File: src/rtl/spi_pkg.sv
// Shared definitions for the SPI master arbiter: FSM state encoding, default
// transfer width and a clog2 helper used to size counters.
package spi_pkg;

  localparam int SPI_DATA_W = 8;

  typedef enum logic [2:0] {
    ST_IDLE  = 3'd0,
    ST_SETUP = 3'd1,
    ST_HIGH  = 3'd2,
    ST_LOW   = 3'd3,
    ST_HOLD  = 3'd4,
    ST_GAP   = 3'd5
  } spi_state_t;

  // Ceiling log2, never below 1 so single-value counters still get a bit.
  function automatic int spi_clog2(input int value);
    int result;
    result = 1;
    for (int i = 1; i < 31; i++) begin
      if ((1 << i) < value) result = i + 1;
    end
    return result;
  endfunction

endpackage

File: src/rtl/spi_req_arbiter.sv
// Request arbiter for the SPI master: picks one pending requester per transfer.
// Lowest index wins by default; define SPI_ARB_RR_EN for round-robin from a pointer.
module spi_req_arbiter
  import spi_pkg::*;
#(
  parameter  int NUM_REQ = 2,
  localparam int IDX_W   = spi_clog2(NUM_REQ)
) (
  input  logic               clk,
  input  logic               rst,
  input  logic [NUM_REQ-1:0] req,
  input  logic               accept,
  output logic [NUM_REQ-1:0] winner,
  output logic [IDX_W-1:0]   winner_idx
);

  logic [IDX_W-1:0] low_idx;

  always_comb begin
    low_idx = '0;
    for (int i = NUM_REQ - 1; i >= 0; i--) begin
      if (req[i]) low_idx = IDX_W'(i);
    end
  end

`ifdef SPI_ARB_RR_EN
  logic [IDX_W-1:0] ptr;
  logic [IDX_W-1:0] up_idx;
  logic             up_found;

  // Lowest requester at or above the pointer; wrap to the lowest overall.
  always_comb begin
    up_idx   = '0;
    up_found = 1'b0;
    for (int i = NUM_REQ - 1; i >= 0; i--) begin
      if (req[i] && (IDX_W'(i) >= ptr)) begin
        up_idx   = IDX_W'(i);
        up_found = 1'b1;
      end
    end
  end

  assign winner_idx = up_found ? up_idx : low_idx;

  always_ff @(posedge clk or posedge rst) begin
    if (rst) begin
      ptr <= '0;
    end else if (accept) begin
      ptr <= (winner_idx == IDX_W'(NUM_REQ - 1)) ? '0 : winner_idx + IDX_W'(1);
    end
  end
`else
  logic unused_rr;
  assign unused_rr  = ^{accept, clk, rst};
  assign winner_idx = low_idx;
`endif

  assign winner = (|req) ? (NUM_REQ'(1) << winner_idx) : '0;

endmodule

File: src/rtl/spi_master_arbiter.sv
// SPI mode-0 master shared by NUM_REQ requesters: one full-duplex MSB-first transfer per grant.
// Build option: define SPI_ARB_RR_EN for round-robin arbitration (default fixed priority).
module spi_master_arbiter
  import spi_pkg::*;
#(
  parameter int NUM_REQ = 2,
  parameter int CLK_DIV = 4,
  parameter int DATA_W  = SPI_DATA_W
) (
  input  logic                      clk,
  input  logic                      rst,
  input  logic [NUM_REQ-1:0]        req,
  input  logic [NUM_REQ*DATA_W-1:0] req_data,
  output logic [NUM_REQ-1:0]        grant,
  output logic                      done,
  output logic [DATA_W-1:0]         rx_data,
  output logic                      busy,
  output logic                      SCLK,
  output logic                      MOSI,
  input  logic                      MISO,
  output logic                      SS
);

  localparam int DIV_W = spi_clog2(CLK_DIV + 1);
  localparam int BIT_W = spi_clog2(DATA_W);
  localparam int IDX_W = spi_clog2(NUM_REQ);

  spi_state_t         state, state_d;
  logic [DIV_W-1:0]   div_cnt, div_d;
  logic [BIT_W-1:0]   bit_cnt, bit_d;
  logic [DATA_W-1:0]  tx_shift, tx_d;
  logic [DATA_W-1:0]  rx_shift, rx_d;
  logic [DATA_W-1:0]  rx_q, rx_q_d;
  logic [NUM_REQ-1:0] grant_q, grant_d;
  logic               sclk_q, sclk_d;
  logic               ss_q, ss_d;
  logic               mosi_q, mosi_d;
  logic               busy_q, busy_d;
  logic               done_q, done_d;
  logic               accept;
  logic               div_last;
  logic [NUM_REQ-1:0] winner;
  logic [IDX_W-1:0]   winner_idx;
  logic [DATA_W-1:0]  sel_data;

  spi_req_arbiter #(
    .NUM_REQ (NUM_REQ)
  ) u_arbiter (
    .clk        (clk),
    .rst        (rst),
    .req        (req),
    .accept     (accept),
    .winner     (winner),
    .winner_idx (winner_idx)
  );

  always_comb begin
    sel_data = '0;
    for (int i = 0; i < NUM_REQ; i++) begin
      if (IDX_W'(i) == winner_idx) sel_data = req_data[i*DATA_W +: DATA_W];
    end
  end

  assign div_last = (div_cnt == DIV_W'(CLK_DIV - 1));

  // Every state except IDLE lasts CLK_DIV cycles; SPI pins change only on phase boundaries.
  always_comb begin
    state_d = state;
    div_d   = div_last ? '0 : div_cnt + DIV_W'(1);
    bit_d   = bit_cnt;
    tx_d    = tx_shift;
    rx_d    = rx_shift;
    rx_q_d  = rx_q;
    grant_d = grant_q;
    sclk_d  = sclk_q;
    ss_d    = ss_q;
    mosi_d  = mosi_q;
    busy_d  = busy_q;
    done_d  = 1'b0;
    accept  = 1'b0;
    case (state)
      ST_IDLE: begin
        div_d = '0;
        if (|req) begin
          accept  = 1'b1;
          state_d = ST_SETUP;
          grant_d = winner;
          busy_d  = 1'b1;
          ss_d    = 1'b0;
          sclk_d  = 1'b0;
          tx_d    = sel_data;
          mosi_d  = sel_data[DATA_W-1];
          bit_d   = BIT_W'(DATA_W - 1);
        end
      end
      ST_SETUP: begin
        if (div_last) begin
          state_d = ST_HIGH;
          sclk_d  = 1'b1;
        end
      end
      ST_HIGH: begin
        if (div_last) begin
          rx_d   = {rx_shift[DATA_W-2:0], MISO};
          sclk_d = 1'b0;
          if (bit_cnt == '0) begin
            state_d = ST_HOLD;
          end else begin
            state_d = ST_LOW;
            tx_d    = tx_shift << 1;
            mosi_d  = tx_d[DATA_W-1];
            bit_d   = bit_cnt - BIT_W'(1);
          end
        end
      end
      ST_LOW: begin
        if (div_last) begin
          state_d = ST_HIGH;
          sclk_d  = 1'b1;
        end
      end
      ST_HOLD: begin
        if (div_last) begin
          state_d = ST_GAP;
          ss_d    = 1'b1;
          mosi_d  = 1'b0;
          done_d  = 1'b1;
          rx_q_d  = rx_shift;
        end
      end
      ST_GAP: begin
        if (div_last) begin
          state_d = ST_IDLE;
          grant_d = '0;
          busy_d  = 1'b0;
        end
      end
      default: begin
        state_d = ST_IDLE;
        div_d   = '0;
      end
    endcase
  end

  always_ff @(posedge clk or posedge rst) begin
    if (rst) begin
      state    <= ST_IDLE;
      div_cnt  <= '0;
      bit_cnt  <= '0;
      tx_shift <= '0;
      rx_shift <= '0;
      rx_q     <= '0;
      grant_q  <= '0;
      sclk_q   <= 1'b0;
      ss_q     <= 1'b1;
      mosi_q   <= 1'b0;
      busy_q   <= 1'b0;
      done_q   <= 1'b0;
    end else begin
      state    <= state_d;
      div_cnt  <= div_d;
      bit_cnt  <= bit_d;
      tx_shift <= tx_d;
      rx_shift <= rx_d;
      rx_q     <= rx_q_d;
      grant_q  <= grant_d;
      sclk_q   <= sclk_d;
      ss_q     <= ss_d;
      mosi_q   <= mosi_d;
      busy_q   <= busy_d;
      done_q   <= done_d;
    end
  end

  assign grant   = grant_q;
  assign done    = done_q;
  assign rx_data = rx_q;
  assign busy    = busy_q;
  assign SCLK    = sclk_q;
  assign MOSI    = mosi_q;
  assign SS      = ss_q;

endmodule

File: config.mk
export PLATFORM = sky130hd
export DESIGN_NAME = spi_master_arbiter
export DESIGN_NICKNAME = d
export VERILOG_FILES = /design/src/rtl/spi_pkg.sv /design/src/rtl/spi_req_arbiter.sv /design/src/rtl/spi_master_arbiter.sv
export SDC_FILE = /design/constraint.sdc
export NUM_CORES = 1
export LEC_CHECK = 0
export BUFFER_PORTS_ARGS = -buffer_cell sky130_fd_sc_hd__buf_2
export CAP_MARGIN = 20
export CORE_MARGIN = 3
export CORE_UTILIZATION = 46
export CTS_CLUSTER_DIAMETER = 50
export DETAILED_ROUTE_END_ITERATION = 10
export GPL_TIMING_DRIVEN = 0
export PLACE_DENSITY = 0.68
export SYNTH_ARGS = -nofsm -noshare
export SYNTH_HDL_FRONTEND = slang
export SYNTH_HIERARCHICAL = 1
export SYNTH_SLANG_ARGS = --single-unit
export TNS_END_PERCENT = 100
File: constraint.sdc
create_clock -name clk -period 2.1 [get_ports clk]
set_input_delay 0.21 -clock clk [delete_from_list [all_inputs] [get_ports clk]]
set_output_delay 0.21 -clock clk [all_outputs]
set_load 0.01 [all_outputs]
After elaboration in Yosys (flattened, before gate mapping) --
Cells that the tools add are included.
Cells by class: add/subtract/negate cells 2, equality and inequality tests 12, shift operators 1, muxes and demuxes 36, reductions and logical operators 18
Operator list (number):
- two-way mux 3 bit | 11
- two-way mux 7 bit | 3
- one-hot mux 3 bit (5 select lines) | 1
- one-hot mux 7 bit (2 select lines) | 1
- two-way mux 1 bit | 11
- != test 2 bit, second input constant | 5
- AND reduction 5 bit | 2
- equality test 3 x 2 -> 1 bit, second input constant | 3
- two-way mux 8 bit | 1
- AND reduction 4 bit | 2
- equality test 3 bit, second input constant | 2
- zero test 3 bit | 2
- one-hot mux 1 bit (3 select lines) | 2
- one-hot mux 3 bit (2 select lines) | 1
- AND reduction 3 bit | 2
- nonzero test 2 bit | 3
- nonzero test 3 bit | 2
- OR reduction 5 bit | 1
- two-way mux 2 bit | 2
- one-hot mux 1 bit (2 select lines) | 2
- one-hot mux 2 bit (2 select lines) | 1
- AND reduction 2 bit | 2
- OR reduction 2 bit | 2
- adder 3 x 1 -> 3 bit, second input constant | 1
- other kinds (4) | 4
Storage, ports and cells: bits in registers 39, input port bits 21, output and inout port bits 15, logic and storage cells 81

Logic depth before layout (Yosys ltp) --
Gate-level depths: netlist (run 1).
depth after elaboration 5, gate-level depth with buffers 7

Modules after synthesis --
Netlist (run 1), hierarchy kept.
Modules (own cells, without submodules):
- spi_master_arbiter | times used 1, cells each 151, area each 1896.8 um^2
- spi_req_arbiter | times used 1, cells each 3, area each 17.5 um^2

Worst setup path after synthesis (run 1) --
OpenSTA, ideal clock, no wires.
path type register to register, from reg bit_cnt[0], to reg tx_shift[0], library setup time 0.128 ns, arrival time 1.462 ns, required time 1.972 ns, setup slack 0.510 ns, cell stages (with the launch flop) 8, clock period less this slack 1.590 ns, cell sequence dfrtp_1 -> inv_1 -> ha_1 -> ha_1 -> o21ai_0 -> nand3b_1 -> buf_4 -> mux2_1
Between the ends: longest elaborated chain between the ends 3
Ends and longest elaborated chain:
- from (decl) | line spi_master_arbiter.sv:30 | logic [BIT_W-1:0] bit_cnt, bit_d;
- from (signal assigned) | line spi_master_arbiter.sv:162 | bit_cnt <= bit_d;
- zero test 3 bit | line spi_master_arbiter.sv:106 | if (bit_cnt == '0) begin
- != test 2 bit (no line)
- AND reduction 4 bit (no line)
- to (signal assigned) | line spi_master_arbiter.sv:163 | tx_shift <= tx_d;
- to (decl) | line spi_master_arbiter.sv:31 | logic [DATA_W-1:0] tx_shift, tx_d;
No other way between the ends. A chain may end at the register's enable or synchronous reset.

Worst setup path after layout (run 1) --
Same ends and word-level chain as after synthesis.

==> flow_metrics.env, run 1 <==
export IMPL_p_per_area_mw_per_mm2=590.8
export IMPL_die_x_um=70.51
export IMPL_dp_hpwl_um=2482
export IMPL_drc=0
export IMPL_cts_root_buf="clkbuf_8"
export IMPL_worst_slew_pin_transition_ns=0.7897
export IMPL_cts_resized=0
export IMPL_area_growth_pct=16.73
export IMPL_drt_initial_drc_count=66
export IMPL_syn_cell_area_mm2=0.001914
export IMPL_globalplace_congestion=0.7613
export IMPL_grt_pass1_vias=1352
export IMPL_wl_per_cell_um=13.77
export IMPL_yosysUniqueCellTypes=37
export IMPL_hold_class="primary input to async pin"
export IMPL_ir_drop_mv=0.3029
export IMPL_synth_nets=178
export IMPL_comb_power_share=0.052
export IMPL_final_core_util=0.5840
export IMPL_crit_fanout=10
export IMPL_sw_frac_of_total=0.2238
export IMPL_grt_antenna_before_repair=0
export IMPL_startpoint_type="flip-flop"
export IMPL_final_cell_mix="dfrtp_1, buf_2, mux2_4"
export IMPL_crit_arrival_ns=1.90
export IMPL_hold_slack_ns=0.06525
export IMPL_syn_area_per_cell_um2=12.43
export IMPL_cts_setup_buffers=0
export IMPL_drive_gt1_frac=0.4010
export IMPL_dr_pass1_iters=6
export IMPL_setup_viol=0
export IMPL_hold_viol=0
export IMPL_cts_made_buffers=5
export IMPL_h_tree_depth=2
export IMPL_critPathMaxStageDelay_ns=0.33
export IMPL_grt_total_usage=0.1524
export IMPL_fp_row_count=22
export IMPL_p_total_mw=1.320
export IMPL_path_cells="inv_1 > ha_1 > ha_1 > o21ai_0 > nand3b_1 > buf_4 > mux2_1"
export IMPL_drtAntennaViolNets=0
export IMPL_p_leak_nw=1.188
export IMPL_critical_path_class="flip-flop to flip-flop"
export IMPL_tns_ns=0
export IMPL_ys_ff_latch=39
export IMPL_vias_per_cell=5.233
export IMPL_num_nets_final=220
export IMPL_critPathBufInv=2
export IMPL_clkPwrFrac=0.370
export IMPL_die_h_um=70.51
export IMPL_cap_violations=0
export IMPL_num_fill_cells=338
export IMPL_slew_headroom=0.4728
export IMPL_numClockSinks=39
export IMPL_slowest_stage="dfrtp_1"
export IMPL_clk_pin_slew_ns=0.08
export IMPL_cp_required_ns=2.27
export IMPL_num_antenna_cells=0
export IMPL_p_switching_uw=295.5
export IMPL_layout_commonest_cell="dfrtp_1"
export IMPL_ios=36
export IMPL_core_mm2=0.003826
export IMPL_wl_um=3373
export IMPL_cp_common_cell="ha_1"
export IMPL_cts_buffer_depth=2
export IMPL_internal_power_mw=1.025
export IMPL_grt_pass1_wl_um=5989
export IMPL_crit_family="adder cells"
export IMPL_yosysWarnings=6
export IMPL_overflow=0
export IMPL_port_buffers=35
export IMPL_clkLatencyLatePin_ns=0.29
export IMPL_status="finished, final reports clean"
export IMPL_rsz0062_at_grt="false"
export IMPL_fmax_mhz=579.0
export IMPL_start_util=0.5003
export IMPL_grt_max_degree=40
export IMPL_p_seq_frac=0.578
export IMPL_skew_ns=0.005085
export IMPL_vias=1282
export IMPL_critPathCaptureType="flip-flop"
export IMPL_dieArea_mm2=0.004972
export IMPL_ys_seq_area_frac=0.5105
export IMPL_cts_hold_buf=0
export IMPL_cts_tree="built"
export IMPL_synth_cells=154
export IMPL_final_max_slew_viol_count=0
export IMPL_finalCritPeriodShare=0.8225
export IMPL_min_period_ns=1.727
-- flip-flops by register name (all words and copies together) (netlist names) --
signal / count
tx_shift: 7
state: 3
busy: 1
SCLK: 1
bit_cnt: 3
div_cnt: 3
rx_shift: 8
done: 1
MOSI: 1
rx_data: 8
grant: 2
SS: 1
-- power groups by stage --
stage                     registers [mW]  logic [mW]  clock network, mW
final                              0.763      0.0683              0.489
after global routing               0.764      0.0795              0.548
after CTS                          0.763      0.0708              0.504
after detailed placement           0.778      0.0704                  0
after global placement             0.777      0.0674                  0
after floorplan                    0.776      0.0431                  0
-- area by class of cell --
class,count,area (um2),share of cell area
Sequential cell,39,977.2,0.4373
Multi-Input combinational cell,98,833.3,0.3729
Timing Repair Buffer,35,175.2,0.07839
Buffer,10,77.57,0.03471
Clock buffer,6,72.57,0.03247
Tap cell,48,60.06,0.02688
Inverter,7,26.28,0.01176
Clock inverter,2,12.51,0.005599
-- metrics by stage --
stage | instances | area, um2 | worst slack (ns)
4_1_cts | 245 | 2235 | 0.3598
6_report | 245 | 2235 | 0.3728
5_1_grt | 245 | 2235 | 0.2038
3_5_place_dp | 237 | 2150 | 0.3722
2_1_floorplan | 154 | 1914 | 0.5103
3_3_place_gp | 237 | 2150 | 0.4189
-- synthesized netlist by cell type --
cell type	number	area (um2)
buf_4	4	30.03
nor2_1	7	26.28
clkbuf_2	1	5.000
nor2_2	1	6.260
buf_2	1	5.000
a21o_1	2	15.01
buf_6	3	33.78
dfstp_2	1	26.28
a22o_1	2	17.52
nor3_2	1	10.01
mux2_2	6	67.56
ha_1	3	37.54
and3b_1	2	17.52
o32ai_1	1	8.760
mux2_4	16	240.2
nand2b_1	2	12.51
nand3b_1	1	7.510
nor3b_1	2	15.01
o21bai_1	1	7.510
nand3_1	1	5.000
mux2_1	1	11.26
or3_1	3	18.77
a22oi_1	2	15.01
a21oi_1	7	35.03
o21ai_1	5	25.02
and2_1	2	12.51
nor2b_1	3	18.77
nor3_1	1	5.000
mux2i_1	10	100.1
dfrtp_1	38	950.9
nor3b_4	1	18.77
o21ai_0	6	30.03
nand2_1	7	26.28
a2111oi_0	1	8.760
clkbuf_1	1	3.750
nand2b_4	1	13.76
inv_1	7	26.28
-- layer usage --
metal / wire length, um / GRT usage / part of all wire
met1: 1545 / 0.1920 / 0.46
met4: 34 / 0.05106 / 0.010
met5: 0 / 0 / 0
met2: 1621 / 0.2453 / 0.48
met3: 171 / 0.05180 / 0.051
-- worst paths after layout --
path	to	slack, ns	depth (start not counted)	start
hold / removal	done$_DFF_PP0_	0.07	2	rst
setup / recovery	tx_shift[0]$_DFFE_PP0P_	0.37	7	bit_cnt[0]$_DFFE_PP0P_
min in group clk	rx_shift[0]$_DFFE_PP0P_	0.15	2	MISO
setup reg to reg	tx_shift[0]$_DFFE_PP0P_	0.37	7	bit_cnt[0]$_DFFE_PP0P_
max in group asynchronous	state[0]$_DFFE_PP0P_	1.53	2	rst
hold reg to reg	div_cnt[0]$_DFF_PP0_	0.45	1	div_cnt[0]$_DFF_PP0_
-- cells by family after synthesis --
kind of cell,count (synthesis),synth area share
AND/OR/NAND/NOR,35,0.1118
multiplexers,33,0.2190
buffers and inverters,17,0.05424
adder cells (fa/ha/maj),3,0.01961
flip-flops,39,0.5105
AO/OA/AOI/OAI,27,0.08496
-- worst reg2reg max path, delay by kind of cell, from the launching register on --
family / cells / cell delay, ns
multiplexers: 1 / 0.32
AO/OA/AOI/OAI: 1 / 0.19
AND/OR/NAND/NOR: 1 / 0.09
adder cells (fa/ha/maj): 2 / 0.45
flip-flops: 1 / 0.33
buffers and inverters: 2 / 0.24
No activity file was read; power rests on OpenSTA's default activity.
==> inputs of run 2 (changes only) <==
- PLACE_DENSITY: 0.68 -> 0.71
- clock period: 2.1 -> 1.4 ns (I/O delays scaled with it)
==> flow_metrics.env, run 2 (synthesis gave the netlist of run 1 again) <==
export IMPL_status="complete, but fails checks"
export IMPL_violations="setup timing"
export IMPL_placed_area_mm2=0.002227
export IMPL_final_max_slew_viol_count=0
export IMPL_drtAntennaViolNets=0
export IMPL_die_x_um=70.51
export IMPL_tns_ns=-4.055
export IMPL_dp_hpwl_um=2634
export IMPL_path_cells="buf_6 > or3_4 > buf_6 > mux2_4"
export IMPL_grt_pass1_wl_um=7100
export IMPL_start_util=0.5003
export IMPL_grt_max_degree=26
export IMPL_num_fill_cells=281
export IMPL_drc=0
export IMPL_finalCritPeriodShare=1.123
export IMPL_area_growth_pct=37.84
export IMPL_critPathMaxStageDelay_ns=0.44
export IMPL_port_buffers=35
export IMPL_overflow=0
export IMPL_grt_antenna_before_repair=0
export IMPL_die_h_um=70.51
export IMPL_cts_buffer_depth=2
export IMPL_rsz0062_at_grt="true"
export IMPL_postLayoutCellArea_mm2=0.002639
export IMPL_drive_gt1_frac=0.5602
export IMPL_setup_viol=30
export IMPL_crit_fanout=5
export IMPL_slowest_stage="dfrtp_1"
export IMPL_fp_row_count=22
export IMPL_clk_pin_slew_ns=0.08
export IMPL_worst_slew_pin_transition_ns=0.6674
export IMPL_wl_um=4131
export IMPL_fin_ws_ns=-0.1719
export IMPL_grt_total_usage=0.1832
export IMPL_cts_root_buf="clkbuf_8"
export IMPL_cts_tree="built"
export IMPL_num_antenna_cells=0
export IMPL_min_period_ns=1.572
export IMPL_dieArea_mm2=0.004972
export IMPL_post_place_ws_ns=-0.2662
export IMPL_fmax_mhz=636.2
export IMPL_ios=36
export IMPL_grt_pass1_vias=1474
export IMPL_layout_commonest_cell="dfrtp_1"
export IMPL_dr_pass1_iters=4
export IMPL_cts_made_buffers=5
export IMPL_globalplace_congestion=0.8175
export IMPL_crit_arrival_ns=1.76
export IMPL_h_tree_depth=2
export IMPL_slew_headroom=0.5546
export IMPL_vias_per_cell=5.352
export IMPL_clkLatencyLatePin_ns=0.30
export IMPL_p_leak_nw=1.371
export IMPL_final_core_util=0.6897
export IMPL_cp_required_ns=1.59
export IMPL_hold_class="primary input to flip-flop"
export IMPL_ir_drop_mv=0.6682
export IMPL_final_cell_mix="dfrtp_1, buf_2, mux2_4"
export IMPL_p_per_area_mw_per_mm2=908.5
export IMPL_critical_path_class="flip-flop to flip-flop"
export IMPL_cp_common_cell="buf_6"
export IMPL_skew_ns=0.005065
export IMPL_core_mm2=0.003826
export IMPL_drt_initial_drc_count=62
export IMPL_vias=1413
export IMPL_hold_viol=0
export IMPL_critPathCaptureType="flip-flop"
export IMPL_startpoint_type="flip-flop"
export IMPL_numClockSinks=39
export IMPL_p_total_mw=2.397
export IMPL_cap_violations=0
export IMPL_wl_per_cell_um=15.65
export IMPL_num_nets_final=239
run 2: cell count changes in the layout (fill, tap and decap cells not counted), sizes merged:
cell         previous run  this run
buf                    43        61
bufinv                  0         2
clkinv                  1         0
clkinvlp                1         0
dlygate4sd3             0         1
run 2: report_power, final:
part           internal [mW]  total (mW)  switching, mW
Clock                  0.713        1.14          0.423
Sequential              1.14        1.14        0.00883
Combinational         0.0630       0.117         0.0540
Total                   1.91        2.40          0.486
run 2: final cells by class:
type / count / area [um2] / area share
multi-input combinational: 98 / 997.2 / 0.3779
sequential: 39 / 979.7 / 0.3713
timing repair buffer: 54 / 351.6 / 0.1332
buffer: 10 / 91.34 / 0.03461
clock buffer: 6 / 72.57 / 0.02750
clock inverter: 2 / 60.06 / 0.02276
tap: 48 / 60.06 / 0.02276
inverter: 7 / 26.28 / 0.009957
run 2: final timing paths:
path / start / to / slack [ns] / depth (start not counted)
worst min-delay path: MISO / rx_shift[0]$_DFFE_PP0P_ / 0.07 / 2
max in group asynchronous: rst / state[1]$_DFFE_PP0P_ / 0.36 / 4
worst max-delay path: state[0]$_DFFE_PP0P_ / rx_data[3]$_DFFE_PP0P_ / -0.17 / 4
min in group asynchronous: rst / grant[1]$_DFFE_PP0P_ / 0.48 / 3
worst max register to register: state[0]$_DFFE_PP0P_ / rx_data[3]$_DFFE_PP0P_ / -0.17 / 4
worst min register to register: SS$_DFFE_PP1P_ / SS$_DFFE_PP1P_ / 0.48 / 2
run 2: timing repair:
action,in CTS,in global routing
pin swaps,6,7
setup buffers,11,4
cloned,2,0
gates resized for setup,28,10
endpoints found under the hold margin,13,0
hold buffers,1,0
endpoints found under the setup margin,31,34
run 2: routing by layer:
metal	global-route usage	wire length (um)	vias to the layer above
met5	0	0	-
met2	0.3233	2185	44
met4	0.08511	82	0
met3	0.03741	191	8
met1	0.2116	1672	706
li1	-	-	655
run 2: worst max-delay path: cells and delay by family (launching register included):
kind	cells	cell delay [ns]
mux	1	0.30
flops	1	0.44
buf+inv	2	0.31
simple gates	1	0.41
run 2: metrics by stage:
stage | hold slack (ns) | std cells
floorplan | 0.2885 | 154
global placement | 0.3768 | 237
detailed placement | 0.2633 | 238
finish | 0.06720 | 264
CTS | 0.06334 | 260
global route | 0.07099 | 264
